===== src/rtl/lc3_pkg.sv =====
// Shared constants for the LC-3 operate-instruction sequencer: opcodes, field positions,
// FSM state encoding and the legality check used at accept time.
package lc3_pkg;

  localparam logic [3:0] OP_ADD = 4'b0001;
  localparam logic [3:0] OP_AND = 4'b0101;
  localparam logic [3:0] OP_NOT = 4'b1001;

  localparam int unsigned OP_LSB  = 12;
  localparam int unsigned DR_LSB  = 9;
  localparam int unsigned SR1_LSB = 6;
  localparam int unsigned IMM_BIT = 5;
  localparam int unsigned SR2_LSB = 0;

  localparam logic [2:0] NZP_RESET = 3'b010;

  typedef enum logic [1:0] {
    S_IDLE,
    S_READ,
    S_EXEC,
    S_WB
  } state_t;

  // NOT is only a valid encoding when its low six bits are all ones.
  function automatic logic is_legal(input logic [15:0] ins);
    logic [3:0] op;
    op = ins[OP_LSB +: 4];
    return (op == OP_ADD) || (op == OP_AND) || ((op == OP_NOT) && (ins[5:0] == 6'h3f));
  endfunction

endpackage


===== src/rtl/lc3_alu.sv =====
// Combinational ADD/AND/NOT datapath; the second operand is either SR2 or the
// sign-extended 5-bit immediate.
module lc3_alu
  import lc3_pkg::*;
#(
  parameter int unsigned DATA_W = 16
) (
  input  logic [3:0]        op,
  input  logic              imm,
  input  logic [4:0]        imm5,
  input  logic [DATA_W-1:0] a,
  input  logic [DATA_W-1:0] b,
  output logic [DATA_W-1:0] result
);

  logic [DATA_W-1:0] operand;

  always_comb begin
    operand = imm ? {{(DATA_W - 5){imm5[4]}}, imm5} : b;
    result  = '0;
    case (op)
      OP_ADD:  result = a + operand;
      OP_AND:  result = a & operand;
      OP_NOT:  result = ~a;
      default: result = '0;
    endcase
  end

endmodule


===== src/rtl/lc3_regop_sequencer.sv =====
// Register-file initiator that runs one LC-3 ADD/AND/NOT per handshake through
// IDLE -> READ -> EXEC -> WB, with every output taken straight from a flop.
module lc3_regop_sequencer
  import lc3_pkg::*;
#(
  parameter int unsigned DATA_W     = 16,
  parameter int unsigned REG_ADDR_W = 3
) (
  input  logic                  clk,
  input  logic                  rst,
  input  logic                  instr_valid,
  output logic                  instr_ready,
  input  logic [DATA_W-1:0]     instr,
  output logic                  rf_ld,
  output logic [REG_ADDR_W-1:0] rf_dr,
  output logic [DATA_W-1:0]     rf_dr_in,
  output logic [REG_ADDR_W-1:0] rf_sr1,
  output logic [REG_ADDR_W-1:0] rf_sr2,
  input  logic [DATA_W-1:0]     rf_sr1_out,
  input  logic [DATA_W-1:0]     rf_sr2_out,
  output logic                  done,
  output logic                  illegal,
  output logic [2:0]            nzp
);

  state_t                state_q, state_d;
  logic [3:0]            op_q, op_d;
  logic                  imm_q, imm_d;
  logic [4:0]            imm5_q, imm5_d;
  logic                  ready_q, ready_d;
  logic                  ld_q, ld_d;
  logic                  done_q, done_d;
  logic                  illegal_q, illegal_d;
  logic [REG_ADDR_W-1:0] dr_q, dr_d, sr1_q, sr1_d, sr2_q, sr2_d;
  logic [DATA_W-1:0]     dr_in_q, dr_in_d;
  logic [2:0]            nzp_q, nzp_d;
  logic [DATA_W-1:0]     alu_result;

  lc3_alu #(
    .DATA_W(DATA_W)
  ) u_alu (
    .op    (op_q),
    .imm   (imm_q),
    .imm5  (imm5_q),
    .a     (rf_sr1_out),
    .b     (rf_sr2_out),
    .result(alu_result)
  );

  always_comb begin
    state_d   = state_q;
    op_d      = op_q;
    imm_d     = imm_q;
    imm5_d    = imm5_q;
    ready_d   = 1'b0;
    ld_d      = 1'b0;
    done_d    = 1'b0;
    illegal_d = 1'b0;
    dr_d      = dr_q;
    sr1_d     = sr1_q;
    sr2_d     = sr2_q;
    dr_in_d   = dr_in_q;
    nzp_d     = nzp_q;
    case (state_q)
      S_IDLE: begin
        ready_d = 1'b1;
        if (instr_valid && ready_q) begin
          op_d      = instr[OP_LSB +: 4];
          imm_d     = instr[IMM_BIT];
          imm5_d    = instr[4:0];
          dr_d      = instr[DR_LSB +: REG_ADDR_W];
          sr1_d     = instr[SR1_LSB +: REG_ADDR_W];
          sr2_d     = instr[SR2_LSB +: REG_ADDR_W];
          illegal_d = ~is_legal(instr);
          ready_d   = 1'b0;
          state_d   = S_READ;
        end
      end
      S_READ: begin
        if (illegal_q) begin
          ready_d = 1'b1;
          state_d = S_IDLE;
        end else begin
          state_d = S_EXEC;
        end
      end
      S_EXEC: begin
        // Operands are sampled here, one cycle before the write-back edge.
        dr_in_d = alu_result;
        ld_d    = 1'b1;
        done_d  = 1'b1;
        state_d = S_WB;
      end
      S_WB: begin
        if (dr_in_q == '0) begin
          nzp_d = 3'b010;
        end else if (dr_in_q[DATA_W-1]) begin
          nzp_d = 3'b100;
        end else begin
          nzp_d = 3'b001;
        end
        ready_d = 1'b1;
        state_d = S_IDLE;
      end
      default: state_d = S_IDLE;
    endcase
  end

  always_ff @(posedge clk) begin
    if (rst) begin
      state_q   <= S_IDLE;
      op_q      <= '0;
      imm_q     <= 1'b0;
      imm5_q    <= '0;
      ready_q   <= 1'b0;
      ld_q      <= 1'b0;
      done_q    <= 1'b0;
      illegal_q <= 1'b0;
      dr_q      <= '0;
      sr1_q     <= '0;
      sr2_q     <= '0;
      dr_in_q   <= '0;
      nzp_q     <= NZP_RESET;
    end else begin
      state_q   <= state_d;
      op_q      <= op_d;
      imm_q     <= imm_d;
      imm5_q    <= imm5_d;
      ready_q   <= ready_d;
      ld_q      <= ld_d;
      done_q    <= done_d;
      illegal_q <= illegal_d;
      dr_q      <= dr_d;
      sr1_q     <= sr1_d;
      sr2_q     <= sr2_d;
      dr_in_q   <= dr_in_d;
      nzp_q     <= nzp_d;
    end
  end

  assign instr_ready = ready_q;
  assign rf_ld       = ld_q;
  assign rf_dr       = dr_q;
  assign rf_dr_in    = dr_in_q;
  assign rf_sr1      = sr1_q;
  assign rf_sr2      = sr2_q;
  assign done        = done_q;
  assign illegal     = illegal_q;
  assign nzp         = nzp_q;

endmodule


===== config.mk =====
export PLATFORM = sky130hd
export DESIGN_NAME = lc3_regop_sequencer
export DESIGN_NICKNAME = d
export VERILOG_FILES = /design/src/rtl/lc3_pkg.sv /design/src/rtl/lc3_alu.sv /design/src/rtl/lc3_regop_sequencer.sv
export SDC_FILE = /design/constraint.sdc
export NUM_CORES = 1
export LEC_CHECK = 0
export BUFFER_PORTS_ARGS = -buffer_cell sky130_fd_sc_hd__buf_2
export CAP_MARGIN = 30
export CORE_MARGIN = 2
export CORE_UTILIZATION = 51
export DETAILED_ROUTE_END_ITERATION = 8
export PLACE_DENSITY_LB_ADDON = 0.05
export SYNTH_ARGS = -nofsm -noshare
export SYNTH_HDL_FRONTEND = slang
export SYNTH_SLANG_ARGS = --single-unit

===== constraint.sdc =====
create_clock -name clk -period 3.5 [get_ports clk]
set_input_delay 0 -clock clk [delete_from_list [all_inputs] [get_ports clk]]
set_output_delay 0 -clock clk [all_outputs]
set_load 0.02 [all_outputs]

After elaboration in Yosys (flattened, before gate mapping). Cells that the tools add are included.

Add/subtract/negate cells: 1. Eq/ne operators: 11. Multiplexer cells: 11. Bitwise gates (word level): 5. Reduce and logical (&&, ||, !) cells: 8.

Operators with widths (count): 16-bit one-hot mux with 3 select lines (1); 16-bit adder (1); 16-bit AND (1); 16-bit logical NOT (1); 16-bit 2-to-1 mux (1); 16-bit NOT (1); 4-bit by 1-bit equality test with 1-bit output (second input constant) (2); 4-bit by 3-bit equality test with 1-bit output (second input constant) (2); 4-bit equality test (second input constant) (2); 2-bit one-hot mux with 4 select lines (1); 6-bit equality test (second input constant) (1); 3-bit 2-to-1 mux (2); 2-bit equality test (second input constant) (2); 2-bit 2-to-1 mux (2); 1-bit 2-to-1 mux (3); 1-bit NOT (3); 1-bit one-hot mux with 3 select lines (1); 3-bit OR reduction (1); 2-bit by 1-bit equality test with 1-bit output (second input constant) (1); 1-bit logical AND (2); 2-bit logical NOT (1); 1-bit logical OR (2); 2-bit inequality test (second input constant) (1); 2-bit AND reduction (1).

Bits in registers: 43. Bits of input ports: 51. Output and inout port bits: 32. Logic and storage cells: 48.

Longest topological paths before layout.
Word-level depth: 4. Mapped depth: 12. Mapped depth without buffers: 9.

Cells and area by module. Synthesis repeated with hierarchy kept, for this count alone.

Cell total of the unflattened synthesis: 377. Area, all modules: 2798.9 um^2.

By module, submodules not included: lc3_regop_sequencer (times used 1, cells an instance 188, area an instance 1514.0 um^2, seq. area each 800.8 um^2); lc3_alu (times used 1, cells an instance 189, area an instance 1285.0 um^2, seq. area each 0.0 um^2).

Least setup slack after synthesis. No wires, ideal clock.

Path kind: register to register. Start point: register imm_q. End point: register dr_in_q[15] (netlist: rf_dr_in[15]). Library setup time: 0.127 ns. Data arrival time: 2.443 ns. Data required time: 3.373 ns. Path slack: 0.930 ns. Cell stages (with the launch flop): 12. Buffers on the path: 3. Clock period less this slack: 2.570 ns. Path through: dfxtp_1 clkbuf_1 clkbuf_1 o21ai_0 ha_1 buf_4 nand2_2 o21ai_1 nand3_1 and3_4 a221o_1 or3_1.

Cells in the longest elaborated chain, start to end: 3. Elaborated cells on any way between the ends: 4. Those cells by class: add/sub: 1; mux: 2; bitwise: 1.

RTL lines: start: declaration (line lc3_regop_sequencer.sv:28) `logic imm_q, imm_d;`; start signal: assignment (line lc3_regop_sequencer.sv:127) `imm_q <= imm_d;`; 16-bit 2-to-1 mux * (line lc3_alu.sv:19) `operand = imm ? {{(DATA_W - 5){imm5[4]}}, imm5} : b;`; 16-bit adder or 16-bit AND (tied branches) (line lc3_alu.sv:22, lc3_alu.sv:23); 16-bit one-hot mux with 3 select lines * (line lc3_alu.sv:21) `case (op)`; end signal: assignment (line lc3_regop_sequencer.sv:136) `dr_in_q <= dr_in_d;`; end: declaration (line lc3_regop_sequencer.sv:35) `logic [DATA_W-1:0] dr_in_q, dr_in_d;`.

Every way passes the cells marked *; elsewhere a longest branch is shown, timed or not. A chain may end at the register's enable or synchronous reset.

Final worst setup path.
Start point: register imm_q. End point: register dr_in_q[14] (netlist: rf_dr_in[14]).

The elaborated chain is that of the path after synthesis.

==> results.py <==
metrics = {
    "run_status": {
        "status": "finished clean",
    },
    "detailed_routing": {
        "drt-initial-drc-count": 189,
        "drtAntennaViolNets": 0,
        "vias_per_cell": 5.72,
        "routed.top_layer": "met4",
        "routedWlPerCell_um": 14.5,
        "wl_met2_mm": 3.34,
        "drt-total-wl_mm": 7.24,
        "vias": 2862,
        "wirelength_met1_mm": 3.38,
        "dr_wl_met3_um": 461,
        "drc": 0,
        "drtPass1Iterations": 5,
    },
    "worst_setup_path": {
        "crit_type": "reg2reg",
        "cp.arrival_ns": 3.24,
        "endpoint": "rf_dr_in[14]",
        "reg2reg_setup_slack_ns": 0.47,
        "critPathCaptureType": "flop",
        "timing.rr.end": "rf_dr_in[14]",
        "cp_max_fo": 18,
        "crit_start": "imm_q",
        "required_ns": 3.71,
        "reg2regPathDepth": 9,
        "regToRegStartpoint": "imm_q",
        "crit_path_start_kind": "flop",
    },
    "cells_and_area": {
        "area_growth_pct": 25.1,
        "n_antenna_cell": 0,
        "drive_gt1_frac": 0.244,
        "layout.nets": 498,
        "final_cell_area_mm2": 0.00327,
        "fillers": 449,
        "final_cells": 500,
        "multiInputGateArea_mm2": 0.00164,
        "seqCellArea_um2": 801,
    },
    "clocking": {
        "cts_buffers": 5,
        "tritoncts": "built",
        "postCtsHoldBufs": 16,
        "cts.sink_count": 40,
        "clk_pin_slew_ns": 0.08,
        "insertion_delay_ns": 0.29,
        "htree_levels": 2,
        "post_cts_buffers": 0,
        "clock_path_buffers": 2,
        "cts-root-buf": "clkbuf_8",
        "ctsResizeCount": 0,
    },
    "synthesis": {
        "synth_cell_type_count": 49,
        "synth_top_flop_cell": "dfxtp_1",
        "synthTopCellsByArea": "dfxtp_1, ha_1, nand2_1, a21oi_1, o21ai_0",
        "synth_edf_count": 0,
        "synth_top_cell_area_share": 0.306,
        "async_flop_share": 0,
        "postSynthNetCount": 414,
        "avgSynthCellArea_um2": 7.56,
        "yosysWarnings": 0,
        "ys_ff_latch": 40,
        "syn_inst": 346,
        "synth_area_leader_cell": "dfxtp_1",
        "syn_area_mm2": 0.00262,
        "ys_seq_area_frac": 0.306,
    },
    "sta": {
        "fin_crit_sh": 0.865,
        "setup_tns_ns": 0,
        "fin_skew_ns": 0.00944,
        "post-route-min-period_ns": 3.03,
        "setup_violations": 0,
        "tightest_slew_ns": 0.959,
        "hold_viol_final": 0,
        "max_freq_ghz": 0.330,
        "slew_headroom": 0.357,
        "rsz0062_at_grt": "false",
        "report.final.slew_viol_count": 0,
    },
    "floorplan": {
        "die_h_um": 75.6,
        "ios": 83,
        "start_util": 0.519,
        "rows": 26,
        "die_w_um": 75.6,
        "die-area_mm2": 0.00572,
        "core_mm2": 0.00504,
    },
    "power_and_ir_drop": {
        "vdd_drop_max_mv": 0.275,
        "leakage_nw": 1.43,
        "power.density_mw_per_mm2": 351,
    },
    "global_routing": {
        "grt-ovfl-total": 0,
        "antenna_found_initial": 0,
        "grt_pass1_vias": 2484,
        "grt_pass1_wl_mm": 11.5,
        "grt_max_degree": 42,
        "grt_usage": 0.259,
    },
    "placed_design": {
        "dpl_cell_area_mm2": 0.00303,
        "placed_cells_incl_taps": 477,
        "portBuffers": 82,
        "hpwl_mm": 5.22,
        "gp_congestion": 0.925,
    },
    "run": {
        "drv_cap": 0,
    },
    "hold_path": {
        "hp-class": "in2reg",
    },
}
-- metrics by stage --
stage               total power [mW]  hold slack, ns  utilization  setup slack, ns
finish                          1.15          0.0381        0.649            0.472
global route                    1.21          0.0411        0.649            0.176
CTS                             1.15          0.0349        0.649            0.502
detailed placement             0.835           0.248        0.601            0.536
global placement               0.836           0.241        0.601            0.548
floorplan                      0.747           0.119            -            0.930
-- logic make-up after synthesis --
group | after synthesis | share of synthesized area
muxes | 6 | 0.0249
and+or+nand+nor | 119 | 0.212
buffers and inverters | 42 | 0.0699
adders and majority gates | 17 | 0.0842
AOI/OAI and AO/OA | 110 | 0.262
xor gates and xnor gates | 12 | 0.0402
DFF | 40 | 0.306
-- worst min-delay path by stage --
stage                startpoint    endpoint  slack (ns)  depth (start not counted)
floorplan             instr[12]     illegal        0.12                          1
global placement      instr[10]    rf_dr[1]        0.24                          3
detailed placement    instr[10]    rf_dr[1]        0.25                          3
CTS                 instr_valid  state_q[0]        0.03                          3
global route        instr_valid  state_q[0]        0.04                          3
finish              instr_valid  state_q[0]        0.04                          3
-- synthesized netlist by cell type, drive strengths merged, types with 2 or more instances --
library cell   n
o21ai         30
nor4           8
ha            16
o22ai         10
mux2           4
inv           17
xnor2          8
or3            4
clkbuf        13
a211oi         2
dfxtp         40
o211ai         3
a21oi         33
nor3           7
xor2           4
buf           12
a221o          3
nand2b         5
o21bai         3
nor2          23
a31oi          2
a22oi         16
nor2b          3
nand2         54
mux2i          2
nand4          3
nand3          4
and3           4
-- worst max-delay path, cell delays in order, from the launching register on --
cell       delay (ns)
dfxtp_1          0.73
mux2_2           0.40
ha_1             0.22
fa_1             0.41
a21oi_1          0.25
o211ai_1         0.13
o2111ai_1        0.26
a2111oi_2        0.16
o21a_1           0.20
o31ai_1          0.18
-- power breakdown --
part | switching [mW] | internal (mW)
clock network | 0.167 | 0.135
logic | 0.199 | 0.153
registers | 0.0203 | 0.473
total | 0.386 | 0.761
-- layout by cell type, fill, tap and decap left out, types with 8 or more instances in the layout --
master         instances
nand2_1               53
o21ai_0               29
dlygate4sd3_1         16
nor2_1                23
xnor2_1                8
o22ai_1               10
buf_2                 82
inv_1                 17
ha_1                  16
nor4_1                 8
a22oi_1               16
a21oi_1               33
dfxtp_1               40
-- sequential cells by signal (all words and copies together), names as in the netlist, named ones only --
register / flops
rf_dr: 3
rf_sr1: 3
state_q: 1
nzp: 3
done: 1
instr_ready: 1
rf_dr_in: 16
op_q: 4
imm_q: 1
imm5_q: 5
illegal: 1
-- per-layer routing --
layer	up-vias	track usage
li1	1405	-
met1	1340	0.374
met2	109	0.408
met3	8	0.0397
met4	0	0.0585
met5	-	0
-- cell type report --
class,instances,area share
Clock inverter,2,0.00383
Timing Repair Buffer,102,0.184
Sequential cell,40,0.245
Tap cell,70,0.0268
Inverter,17,0.0195
Multi-Input combinational cell,264,0.500
Clock buffer,5,0.0210
Note: power is estimated with default switching activity, not from simulation.
